==> src/rtl/pok_palette_arbiter.sv <==
// Round-robin arbiter sharing one palette ROM between two sprite requesters, with registered colour results.
// Optional screen fade, compiled in with `define PAL_FADE_EN.
module pok_palette_arbiter #(
    parameter logic [4:0] TRANSP_INDEX = 5'd0,
    parameter logic [3:0] FADE_STEP    = 4'd1
) (
    input  logic        Clk,
    input  logic        Reset_n,
    input  logic        req0,
    input  logic        req1,
    input  logic [4:0]  idx0,
    input  logic [4:0]  idx1,
    output logic        gnt0,
    output logic        gnt1,
    output logic        rvalid0,
    output logic        rvalid1,
    output logic [11:0] rgb,
    output logic        transp,
    output logic [4:0]  pal_index,
    input  logic [3:0]  pal_red,
    input  logic [3:0]  pal_green,
    input  logic [3:0]  pal_blue
`ifdef PAL_FADE_EN
    ,
    input  logic        frame_tick,
    input  logic        fade_start,
    input  logic        fade_dir,
    output logic        fade_busy,
    output logic        fade_done
`endif
);

    // ptr == 0 means requester 0 wins a tie
    logic        ptr;
    logic [3:0]  level;
    logic [11:0] rgb_next;

    always_comb begin
        gnt0 = Reset_n && req0 && (!req1 || !ptr);
        gnt1 = Reset_n && req1 && (!req0 || ptr);
        if (gnt0)
            pal_index = idx0;
        else if (gnt1)
            pal_index = idx1;
        else
            pal_index = 5'd0;
    end

`ifdef PAL_FADE_EN
    typedef enum logic [1:0] {IDLE, FADE_OUT, FADE_IN} fade_state_t;

    fade_state_t state, state_next;
    logic [3:0]  level_next;
    logic [3:0]  level_down;
    logic [4:0]  level_sum;
    logic [3:0]  level_up;

    always_ff @(posedge Clk) begin
        if (!Reset_n) begin
            state     <= IDLE;
            level     <= 4'hF;
            fade_done <= 1'b0;
        end else begin
            state     <= state_next;
            level     <= level_next;
            fade_done <= (state != IDLE) && (state_next == IDLE);
        end
    end

    // Saturating steps; reaching the end stop finishes the fade
    always_comb begin
        level_down = (level > FADE_STEP) ? (level - FADE_STEP) : 4'h0;
        level_sum  = {1'b0, level} + {1'b0, FADE_STEP};
        level_up   = (level_sum >= 5'd15) ? 4'hF : level_sum[3:0];
        state_next = state;
        level_next = level;
        case (state)
            IDLE: begin
                if (fade_start)
                    state_next = fade_dir ? FADE_IN : FADE_OUT;
            end
            FADE_OUT: begin
                if (frame_tick) begin
                    level_next = level_down;
                    if (level_down == 4'h0)
                        state_next = IDLE;
                end
            end
            FADE_IN: begin
                if (frame_tick) begin
                    level_next = level_up;
                    if (level_up == 4'hF)
                        state_next = IDLE;
                end
            end
            default: state_next = IDLE;
        endcase
    end

    always_comb begin
        fade_busy = (state == FADE_OUT) || (state == FADE_IN);
    end
`else
    logic [3:0] unused_fade_step;
    assign unused_fade_step = FADE_STEP;
    assign level = 4'hF;
`endif

    // Each channel is darkened by (15 - level), clamped at black
    always_comb begin
        logic [3:0] dim;
        dim = 4'hF - level;
        rgb_next[11:8] = (pal_red   > dim) ? (pal_red   - dim) : 4'h0;
        rgb_next[7:4]  = (pal_green > dim) ? (pal_green - dim) : 4'h0;
        rgb_next[3:0]  = (pal_blue  > dim) ? (pal_blue  - dim) : 4'h0;
    end

    always_ff @(posedge Clk) begin
        if (!Reset_n) begin
            ptr     <= 1'b0;
            rvalid0 <= 1'b0;
            rvalid1 <= 1'b0;
            rgb     <= 12'h000;
            transp  <= 1'b0;
        end else begin
            rvalid0 <= gnt0;
            rvalid1 <= gnt1;
            if (gnt0 || gnt1) begin
                rgb    <= rgb_next;
                transp <= (pal_index == TRANSP_INDEX);
            end
            if (gnt0)
                ptr <= 1'b1;
            else if (gnt1)
                ptr <= 1'b0;
        end
    end

endmodule

==> config.mk <==
export PLATFORM = sky130hd
export DESIGN_NAME = pok_palette_arbiter
export DESIGN_NICKNAME = d
export VERILOG_FILES = /design/src/rtl/pok_palette_arbiter.sv
export SDC_FILE = /design/constraint.sdc
export NUM_CORES = 1
export LEC_CHECK = 0
export BUFFER_PORTS_ARGS = -buffer_cell sky130_fd_sc_hd__buf_2
export CAP_MARGIN = 20
export CORE_MARGIN = 2
export CORE_UTILIZATION = 40
export DETAILED_ROUTE_END_ITERATION = 7
export PLACE_DENSITY = 0.77
export REMOVE_ABC_BUFFERS = 1
export SYNTH_ARGS = -nofsm -noshare
export SYNTH_HDL_FRONTEND = slang
export SYNTH_SLANG_ARGS = --single-unit
==> constraint.sdc <==
create_clock -name Clk -period 1.7 [get_ports Clk]
set_input_delay 0.34 -clock Clk [delete_from_list [all_inputs] [get_ports Clk]]
set_output_delay 0.34 -clock Clk [all_outputs]
set_load 0.01 [all_outputs]
==> results of run 1 <==
-- layout make-up --
type	instances	area share, %
Sequential cell	16	27.8
Clock buffer	3	1.95
Multi-Input combinational cell	64	36.4
Timing Repair Buffer	60	30.5
Inverter	2	0.649
Tap cell	25	2.71
-- routing by layer --
metal / GRT usage [%] / up-vias / share of wire [%]
li1: - / 410 / -
met1: 21.0 / 345 / 42
met2: 35.0 / 37 / 50
met3: 3.14 / 0 / 8.8
met4: 6.67 / 0 / 0
met5: 0 / - / 0
-- cells in the final DEF (no fill, tap or decap), types with 2 or more instances in the layout --
cell / instances
and3_1: 3
nand2_1: 24
a21boi_0: 13
o21ai_0: 2
clkbuf_4: 3
a22oi_2: 3
and2_4: 3
buf_2: 45
buf_6: 4
nor2b_1: 4
dfxtp_1: 15
inv_1: 2
buf_4: 11
-- flip-flops by register name, indices dropped and copies added, names as in the netlist --
signal	flops
rgb	12
ptr	1
rvalid0	1
rvalid1	1
transp	1
-- critical path: cells and delay by family, from the launching register on --
family | cells | cell delay, ns
DFF | 1 | 0.34
and+or+nand+nor | 2 | 0.33
muxes | 1 | 0.30
AOI/OAI and AO/OA | 1 | 0.17
buffers and inverters | 1 | 0.11
-- metrics by stage --
stage | hold slack (ns) | util [%] | worst slack (ns) | power [W] | setup TNS [ns]
floorplan | 0.462 | - | 0.0908 | 0.000491 | 0
global placement | 0.446 | 59.7 | 0.0131 | 0.000579 | 0
detailed placement | 0.454 | 59.7 | -0.0260 | 0.000584 | -0.0260
CTS | 0.292 | 65.9 | -0.172 | 0.000799 | -0.567
global route | 0.309 | 67.0 | -0.197 | 0.000843 | -0.922
finish | 0.302 | 67.0 | -0.155 | 0.000800 | -0.585
-- power breakdown --
group	internal [W]	switching (W)
logic	0.000111	0.0000943
registers	0.000396	0.00000921
clock network	0.0000821	0.000107
-- synth_stat cells --
cell type   n  area share [%]
clkbuf_1    2             1.0
mux2_4      1             2.1
a31o_2      1             1.2
o211ai_1    1             1.0
nand3_1     1            0.69
a21boi_0   13              13
a22oi_1     3             3.1
o31ai_2     1             1.7
and2_4      1             1.2
dfxtp_1    16              44
a21boi_2    1             1.5
and2_1      3             2.6
nand2_1    24              12
nand2b_1    2             1.7
a32o_1      1             1.4
buf_2       2             1.4
nand4_1     1            0.86
o21ai_0     2             1.4
nor2b_1     4             3.4
and3_1      3             2.6
nor2_1      1            0.51
inv_1       2             1.0
-- logic make-up after synthesis --
kind of cell / share of synthesized area (%)
flops: 43.9
simple gates: 25.9
mux: 2.06
compound gates: 24.7
buf+inv: 3.43
-- final timing paths --
kind / end / depth (start not counted)
setup / recovery: pal_index[4] / 5
hold / removal: rgb[8]$_SDFFE_PN0P_ / 3
setup reg to reg: transp$_SDFFE_PN0P_ / 8
hold reg to reg: rgb[6]$_SDFFE_PN0P_ / 2
-- repair_timing --
action                                  4_1_cts  5_1_grt
endpoints found under the setup margin        2        6
buffers inserted                              4        2
gates resized for setup                      11        1
pin swaps                                     4        2
hold endpoints to repair                      0        0
==> qor.txt, run 1 <==
Avg Cell Area, Syn: 8.48 um2
Max Slew Vio Count: 0
# setup viols final: 6
Chip width: 46.7 um
IO buf count: 47
# IOs: 48
Cts hold-fix bufs: 0
Worst R2R Start: ptr$_SDFFE_PN0P_
Worst hold start: pal_red[0]
Period utilisation layout: 109%
Worst-Skew Late Latency: 0.27 ns
Crit-path max FO: 2
Final Skew: 0.000162 ns
First-pass GRT wire length: 2.94 mm
Largest net degree at the start of global routing: 26
Total track usage: 18.7%
Vias: 792
Fin area: 1160 um2
MaxCap Viol Count: 0
Worst path cell trace: a21boi_2, and2_4, mux2_4, and2_4, buf_6
Clock Tree Buf Depth: 2
Fraction of layout cells with a size suffix above 1: 51.7%
Crit path largest cell delay: 0.34 ns
Violations in the final reports: negative setup slack
TritonCTS buffer count: 3
Ant. Diodes: 0
Post-synth cell types: 22
Vias in the first global route: 713
Gr ovfl total: 0
Post-Layout Cell Count: 170
Mapped Cells: 86
Fillers: 162
Core area: 1730 um2
Placed Instance Area: 1030 um2
Period minus WS final: 1.85 ns
Hpwl dp: 1.30 mm
Register area: 322 um2
Area grow syn2layout: 58.5%
WL final: 1.90 mm
Top achievable clock speed: 539 MHz
Initial DRC Count: 6
WP data arrival: 1.51 ns
Lkg Pwr: 0.582 nW
Clock sink count: 16
Critical Path Most Common Cell: and2_4
Worst path slowest cell: dfxtp_2
Multi-input gate area: 420 um2
WL/cell: 11.2 um
Final ANT Viol Nets: 0
TritonCTS clock tree: done
Starting density of the core: 42.2%
Worst Setup End Kind: primary output
Die area: 2180 um2
Max-slew headroom: 87.0%
Worst Setup Path Type: flop to primary output
Clock slew at reported path FFs: 0.08 ns
Yosys warns: 0
Drt via density: 4.66
Final WS setup: -0.155 ns
Placed cells: 161
Pwr per Cell Area: 692 nW/um2
H-Tree Depth: 1
Layout net count: 173
Site Rows: 15
Post-route DRC: 0
R2r setup slk: 0.19 ns
CP required: 1.36 ns
Die H: 46.7 um
Worst setup SP type: flop
Crit. Startpoint: ptr$_SDFFE_PN0P_
CTS root buf: clkbuf_4
Hold Fails Final Rpt: 0
Worst-margin pin slew: 0.193 ns
GP Congestion: 0.683
RSZ-0062 raised after global routing: yes
Seq cells post-synth: 16
Worst vdd ir: 0.376 mV
Mapped cell area: 729 um2
Outcome: finished, violations left
Hold WC Path Type: input pin to flop
Initial antenna violation count: 0
Seq/Total Area, Yosys: 43.9%
TritonRoute pass-1 iters: 4
(Power assumes the default switching activity.)
==> inputs of run 2 (changes only) <==
BUFFER_PORTS_ARGS = default   (was -buffer_cell sky130_fd_sc_hd__buf_2)
CORE_UTILIZATION = 49   (was 40)
DONT_BUFFER_PORTS = 1   (was default)
PLACE_DENSITY = default   (was 0.77)
clock period = 2.1 ns   (was 1.7 ns; I/O delays follow)
==> run 2 against run 1 <==
Largest power group unchanged. Core utilization is 9.0 points lower. Sequential cell count stayed put. Register-to-register slack better by 0.49 ns. Clock-buffer cell count is 1 higher. Via count is 27% lower. Routed wire length is 24% lower. Power is 25% lower. Clock power is 3% higher. The run now ends clean. Cell area is 32% lower. Clock skew is 0.0025 ns higher. Non-clock buffer count is 59 lower. Global-route usage is 1.5 points lower.
==> qor.txt, run 2 (synthesis results as in run 1) <==
Reg2Reg Depth: 4 (was 8)
Pre-CTS WS: 0.255 ns (was -0.0260 ns)
Hpwl dp: 1.09 mm (was 1.30 mm)
Post-route DRC: 0 (unchanged)
Hold WC Path Type: input pin to flop (unchanged)
# setup viols final: 0 (was 6)
Final ANT Viol Nets: 0 (unchanged)
Die area: 1810 um2 (was 2180 um2)
Most frequent cells in the layout: 24 x nand2_1, 16 x dfxtp_1, 13 x a21boi_0 (was 45 x buf_2, 24 x nand2_1, 15 x dfxtp_1)
TritonCTS clock tree: done (unchanged)
Largest Register: rgb (unchanged)
Layout net count: 114 (was 173)
WP data arrival: 1.55 ns (was 1.51 ns)
Gr ovfl total: 0 (unchanged)
Hold depth: 1 (was 3)
Setup TNS: 0 ns (was -0.585 ns)
R2r setup slk: 0.68 ns (was 0.19 ns)
MaxCap Viol Count: 0 (unchanged)
H-Tree Depth: 1 (unchanged)
CTS root buf: clkbuf_4 (unchanged)
Worst-Skew Late Latency: 0.27 ns (about the same)
Final Skew: 0.00263 ns (was 0.000162 ns)
WL/cell: 14.1 um (was 11.2 um)
Worst hold start: Reset_n (was pal_red[0])
# IOs: 48 (unchanged)
Total track usage: 17.2% (was 18.7%)
Lkg Pwr: 0.308 nW (was 0.582 nW)
Period utilisation layout: 93.6%
Period minus WS final: 1.97 ns
Worst Hold End: rvalid0$_SDFF_PN0_ (was rgb[8]$_SDFFE_PN0P_)
Initial DRC Count: 9 (was 6)
Cts hold-fix bufs: 0 (unchanged)
Worst setup SP type: flop (unchanged)
Hold Fails Final Rpt: 0 (unchanged)
Area grow syn2layout: 7.20% (was 58.5%)
Worst-margin pin slew: 0.834 ns (was 0.193 ns)
Final WS setup: 0.134 ns (was -0.155 ns)
Max-slew headroom: 44.3% (was 87.0%)
TritonRoute pass-1 iters: 4 (unchanged)
Worst vdd ir: 0.334 mV (was 0.376 mV)
Worst R2R Start: ptr$_SDFFE_PN0P_ (unchanged)
GP Congestion: 0.732 (was 0.683)
Most common cell after layout, fill and taps aside: nand2_1 (was buf_2)
Max FFs per register: 12 (unchanged)
Setup Buffers After CTS: 0 (was 4)
TritonCTS buffer count: 3 (unchanged)
Pwr per Cell Area: 766 nW/um2 (was 692 nW/um2)
Fin area: 782 um2 (was 1160 um2)
Clock Tree Buf Depth: 2 (unchanged)
Ant. Diodes: 0 (unchanged)
WL final: 1.44 mm (was 1.90 mm)
Layout Utilization: 57.9% (was 67.0%)
Outcome: completed (was finished, violations left)
Die H: 42.6 um (was 46.7 um)
Max Slew Vio Count: 0 (unchanged)
Drt via density: 5.66 (was 4.66)
Worst Setup End Kind: primary output (unchanged)
CP required: 1.68 ns (was 1.36 ns)
Crit-path max FO: 8 (was 2)
Worst Setup Path Type: flop to primary output (unchanged)
Starting density of the core: 54.0% (was 42.2%)
Placed Instance Area: 738 um2 (was 1030 um2)
First-pass GRT wire length: 2.35 mm (was 2.94 mm)
Largest net degree at the start of global routing: 27 (was 26)
Critical R2R Capture: transp$_SDFFE_PN0P_ (unchanged)
RSZ-0062 raised after global routing: no (was yes)
Chip width: 42.6 um (was 46.7 um)
Initial antenna violation count: 0 (unchanged)
Core area: 1350 um2 (was 1730 um2)
Vias: 577 (was 792)
Top achievable clock speed: 509 MHz
IO buf count: 0 (was 47)
Site Rows: 13 (was 15)
Clock sink count: 16 (unchanged)
Fraction of layout cells with a size suffix above 1: 11.5% (was 51.7%)
Clock slew at reported path FFs: 0.09 ns (was 0.08 ns)
CTS resizes: 0 (was 11)
Vias in the first global route: 563 (was 713)
[run 2: changes by cell type in the layout (fill, tap and decap cells not counted), sizes merged]
cell,before,now
clkbuf,3,4
buf,60,1
[run 2: layout make-up]
cell class                 count  area (um2)
multi-input combinational     64         392
fill                         142         568
clock buffer                   4        36.3
timing repair buffer           1        7.51
tap                           15        18.8
inverter                       2        7.51
sequential                    16         320
[run 2: worst max-delay path by stage]
stage	depth (start not counted)	slack [ns]	to	start
5_1_grt	4	0.06	pal_index[4]	ptr$_SDFFE_PN0P_
3_3_place_gp	4	0.26	pal_index[4]	req0
3_5_place_dp	4	0.25	pal_index[4]	req0
2_1_floorplan	4	0.33	pal_index[4]	req0
4_1_cts	4	0.05	pal_index[4]	ptr$_SDFFE_PN0P_
6_report	4	0.13	pal_index[4]	ptr$_SDFFE_PN0P_
[run 2: power by group]
group          total [W]  switching, W  internal, W  leakage (nW)
logic          0.0000664     0.0000346    0.0000318         0.155
registers       0.000338     0.0000178     0.000320         0.132
clock network   0.000194     0.0000892     0.000105        0.0210
[run 2: critical path, stage by stage, from the launching register on]
cell and delay, ns:
dfxtp_1 0.35, a21boi_4 0.22, and2_4 0.21, mux2_4 0.31, and2_1 0.19
[run 2: metal layers]
metal	global-route usage (%)	wire length, um	up-vias
li1	-	-	293
met1	18.3	524	248
met2	29.5	744	34
met3	6.90	159	2
met4	7.50	11	0
met5	0	0	-
[run 2: per-stage QoR]
step	cells	hold WS (ns)	power, W
finish	102	0.263	0.000599
floorplan	82	0.476	0.000398
global placement	98	0.498	0.000410
detailed placement	98	0.499	0.000412
CTS	102	0.255	0.000610
global route	102	0.253	0.000636
==> inputs of run 3 (changes only) <==
--- a/config.mk
+++ b/config.mk
@@ -8,6 +8,10 @@
 export CAP_MARGIN = 20
+export CELL_PAD_IN_SITES_DETAIL_PLACEMENT = 2
+export CELL_PAD_IN_SITES_GLOBAL_PLACEMENT = 2
+export CORE_ASPECT_RATIO = 2
 export CORE_MARGIN = 2
-export CORE_UTILIZATION = 49
+export CORE_UTILIZATION = 27
 export DETAILED_ROUTE_END_ITERATION = 7
 export DONT_BUFFER_PORTS = 1
+export PLACE_DENSITY_LB_ADDON = 0.1
 export REMOVE_ABC_BUFFERS = 1
==> constraint.sdc (replaced) <==
create_clock -name Clk -period 1.73 [get_ports Clk]
set_input_delay 0.0865 -clock Clk [delete_from_list [all_inputs] [get_ports Clk]]
set_output_delay 0.0865 -clock Clk [all_outputs]
set_load 0.01 [all_outputs]
==> run 3 against run 2 <==
Register-to-register slack lost 0.35 ns. Routed wire length up 51%. Sequential cell count unchanged. Global-route usage decreased by 1.8 points. Setup slack got worse by 0.023 ns. Via count grew 19%. Critical endpoint unchanged. Largest cell class unchanged. Clock-buffer cell count is 1 lower. Critical path type unchanged. Die area increased by 74%. Clock power grew 41%. Final cell count is 25% higher.
==> qor.txt, run 3 (synthesis results as in run 1) <==
Outcome: completed (unchanged)
Layout Utilization: 36.2% (was 57.9%)
Clock slew at reported path FFs: 0.06 ns (was 0.09 ns)
Worst vdd ir: 0.350 mV (was 0.334 mV)
Worst R2R Start: ptr$_SDFFE_PN0P_ (unchanged)
Max-slew headroom: 71.9% (was 44.3%)
Most common cell after layout, fill and taps aside: nand2_1 (unchanged)
# IOs: 48 (unchanged)
Fillers: 304 (was 142)
Grt met3 use: 3.43% (was 6.90%)
TritonCTS clock tree: done (unchanged)
GR peak layer: met2 (unchanged)
Most frequent cells in the layout: 24 x nand2_1, 16 x dfxtp_1, 13 x a21boi_0 (unchanged)
TritonCTS buffer count: 3 (unchanged)
IO buf count: 0 (unchanged)
Reg2Reg Depth: 4 (unchanged)
Met1 Use GR: 11.7% (was 18.3%)
Fin Hold WS: 0.00491 ns (was 0.263 ns)
Chip width: 40.8 um (was 42.6 um)
Layout net count: 127 (was 114)
WP data arrival: 1.53 ns (was 1.55 ns)
Die area: 3160 um2 (was 1810 um2)
Period minus WS final: 1.62 ns
Worst-Skew Late Latency: 0.24 ns (was 0.27 ns)
Largest net degree at the start of global routing: 14 (was 27)
Gr ovfl total: 0 (unchanged)
First-pass GRT wire length: 3.34 mm (was 2.35 mm)
WL/cell: 17.1 um (was 14.1 um)
R2r setup slk: 0.33 ns (was 0.68 ns)
Max Slew Vio Count: 0 (unchanged)
Clock Tree Buf Depth: 2 (unchanged)
Site Rows: 26 (was 13)
Post-route DRC: 0 (unchanged)
Hold WC Path Type: input pin to flop (unchanged)
Clock sink count: 16 (unchanged)
Largest Register: rgb (unchanged)
MaxCap Viol Count: 0 (unchanged)
Final ANT Viol Nets: 0 (unchanged)
Worst hold start: Reset_n (unchanged)
RSZ-0062 raised after global routing: no (unchanged)
Fraction of layout cells with a size suffix above 1: 10.1% (was 11.5%)
Hold depth: 1 (unchanged)
Area grow syn2layout: 27.6% (was 7.20%)
Ant. Diodes: 0 (unchanged)
Pwr per Cell Area: 859 nW/um2 (was 766 nW/um2)
GP Congestion: 0.696 (was 0.732)
Total track usage: 15.3% (was 17.2%)
Drt via density: 5.40 (was 5.66)
Worst Setup Path Type: flop to primary output (unchanged)
TritonRoute pass-1 iters: 2 (was 4)
Initial DRC Count: 3 (was 9)
Vias: 686 (was 577)
Crit-path max FO: 8 (unchanged)
Placed cells: 112 (was 98)
Setup TNS: 0 ns (unchanged)
Vias in the first global route: 771 (was 563)
Top achievable clock speed: 618 MHz
Period utilisation layout: 93.6%
Starting density of the core: 28.4% (was 54.0%)
Worst-margin pin slew: 0.420 ns (was 0.834 ns)
Core area: 2570 um2 (was 1350 um2)
Met2 GRT Util: 29.7% (was 29.5%)
Worst Hold End: rgb[4]$_SDFFE_PN0P_ (was rvalid0$_SDFF_PN0_)
Lkg Pwr: 0.364 nW (was 0.308 nW)
Final Skew: 0.000447 ns (was 0.00263 ns)
Hpwl dp: 1.57 mm (was 1.09 mm)
Critical R2R Capture: transp$_SDFFE_PN0P_ (unchanged)
Worst Setup End Kind: primary output (unchanged)
CTS root buf: clkbuf_8 (was clkbuf_4)
# setup viols final: 0 (unchanged)
Initial antenna violation count: 0 (unchanged)
Max FFs per register: 12 (unchanged)
Pwr Total: 0.000800 W (was 0.000599 W)
WL final: 2.18 mm (was 1.44 mm)
H-Tree Depth: 1 (unchanged)
Worst setup SP type: flop (unchanged)
Hold Fails Final Rpt: 0 (unchanged)
Post-Layout Cell Count: 127 (was 102)
CP required: 1.64 ns (was 1.68 ns)
Die H: 77.5 um (was 42.6 um)
==> run 3: cell types whose count changed in the layout (fill, tap and decap cells not counted) <==
cell / previous run / this run
buf_4: 1 / 2
clkbuf_4: 3 / 0
clkbuf_8: 1 / 3
dlygate4sd3_1: 0 / 12
==> run 3: through the flow <==
step	setup WS, ns	instance area (um2)
6_report	0.111	931
5_1_grt	0.0355	931
4_1_cts	0.0109	923
3_5_place_dp	0.237	762
3_3_place_gp	0.291	762
2_1_floorplan	0.398	712
==> run 3: area by class of cell <==
class	count	area (um2)	share of cell area [%]
Inverter	2	7.51	0.806
Clock buffer	3	41.3	4.44
Sequential cell	16	320	34.4
Tap cell	28	35.0	3.76
Multi-Input combinational cell	64	392	42.1
Timing Repair Buffer	14	135	14.5
==> run 3: worst max-delay path by stage <==
stage	endpoint	depth (start not counted)	slack, ns	startpoint
floorplan	transp$_SDFFE_PN0P_	4	0.40	ptr$_SDFFE_PN0P_
global placement	transp$_SDFFE_PN0P_	4	0.29	ptr$_SDFFE_PN0P_
detailed placement	transp$_SDFFE_PN0P_	4	0.24	ptr$_SDFFE_PN0P_
CTS	pal_index[4]	4	0.01	ptr$_SDFFE_PN0P_
global route	pal_index[4]	4	0.04	ptr$_SDFFE_PN0P_
finish	pal_index[4]	4	0.11	ptr$_SDFFE_PN0P_
==> run 3: routing by layer <==
| layer | vias to the layer above | share of wire [%] |
|---|---|---|
| met2 | 33 | 62 |
| met4 | 0 | 1.7 |
| met1 | 331 | 29 |
| met5 | - | 0 |
| li1 | 318 | - |
| met3 | 4 | 7.0 |
==> run 3: power breakdown <==
group          internal (W)  switching (W)  leakage (nW)
clock              0.000154       0.000120        0.0216
sequential         0.000389      0.0000222         0.132
combinational     0.0000582      0.0000555         0.210
total              0.000602       0.000198         0.364
==> run 3: worst max-delay path, cell delays in order, from the launching register on <==
cell,delay [ns]
dfxtp_1,0.34
a21boi_4,0.23
and2_4,0.21
mux2_4,0.31
and2_1,0.19
==> run 3: timing repair <==
item / 4_1_cts / 5_1_grt
buffers inserted: 0 / 0
gates resized for setup: 0 / 1
endpoints found under the setup margin: 0 / 1
endpoints found under the hold margin: 13 / 0
hold buffers: 12 / 0
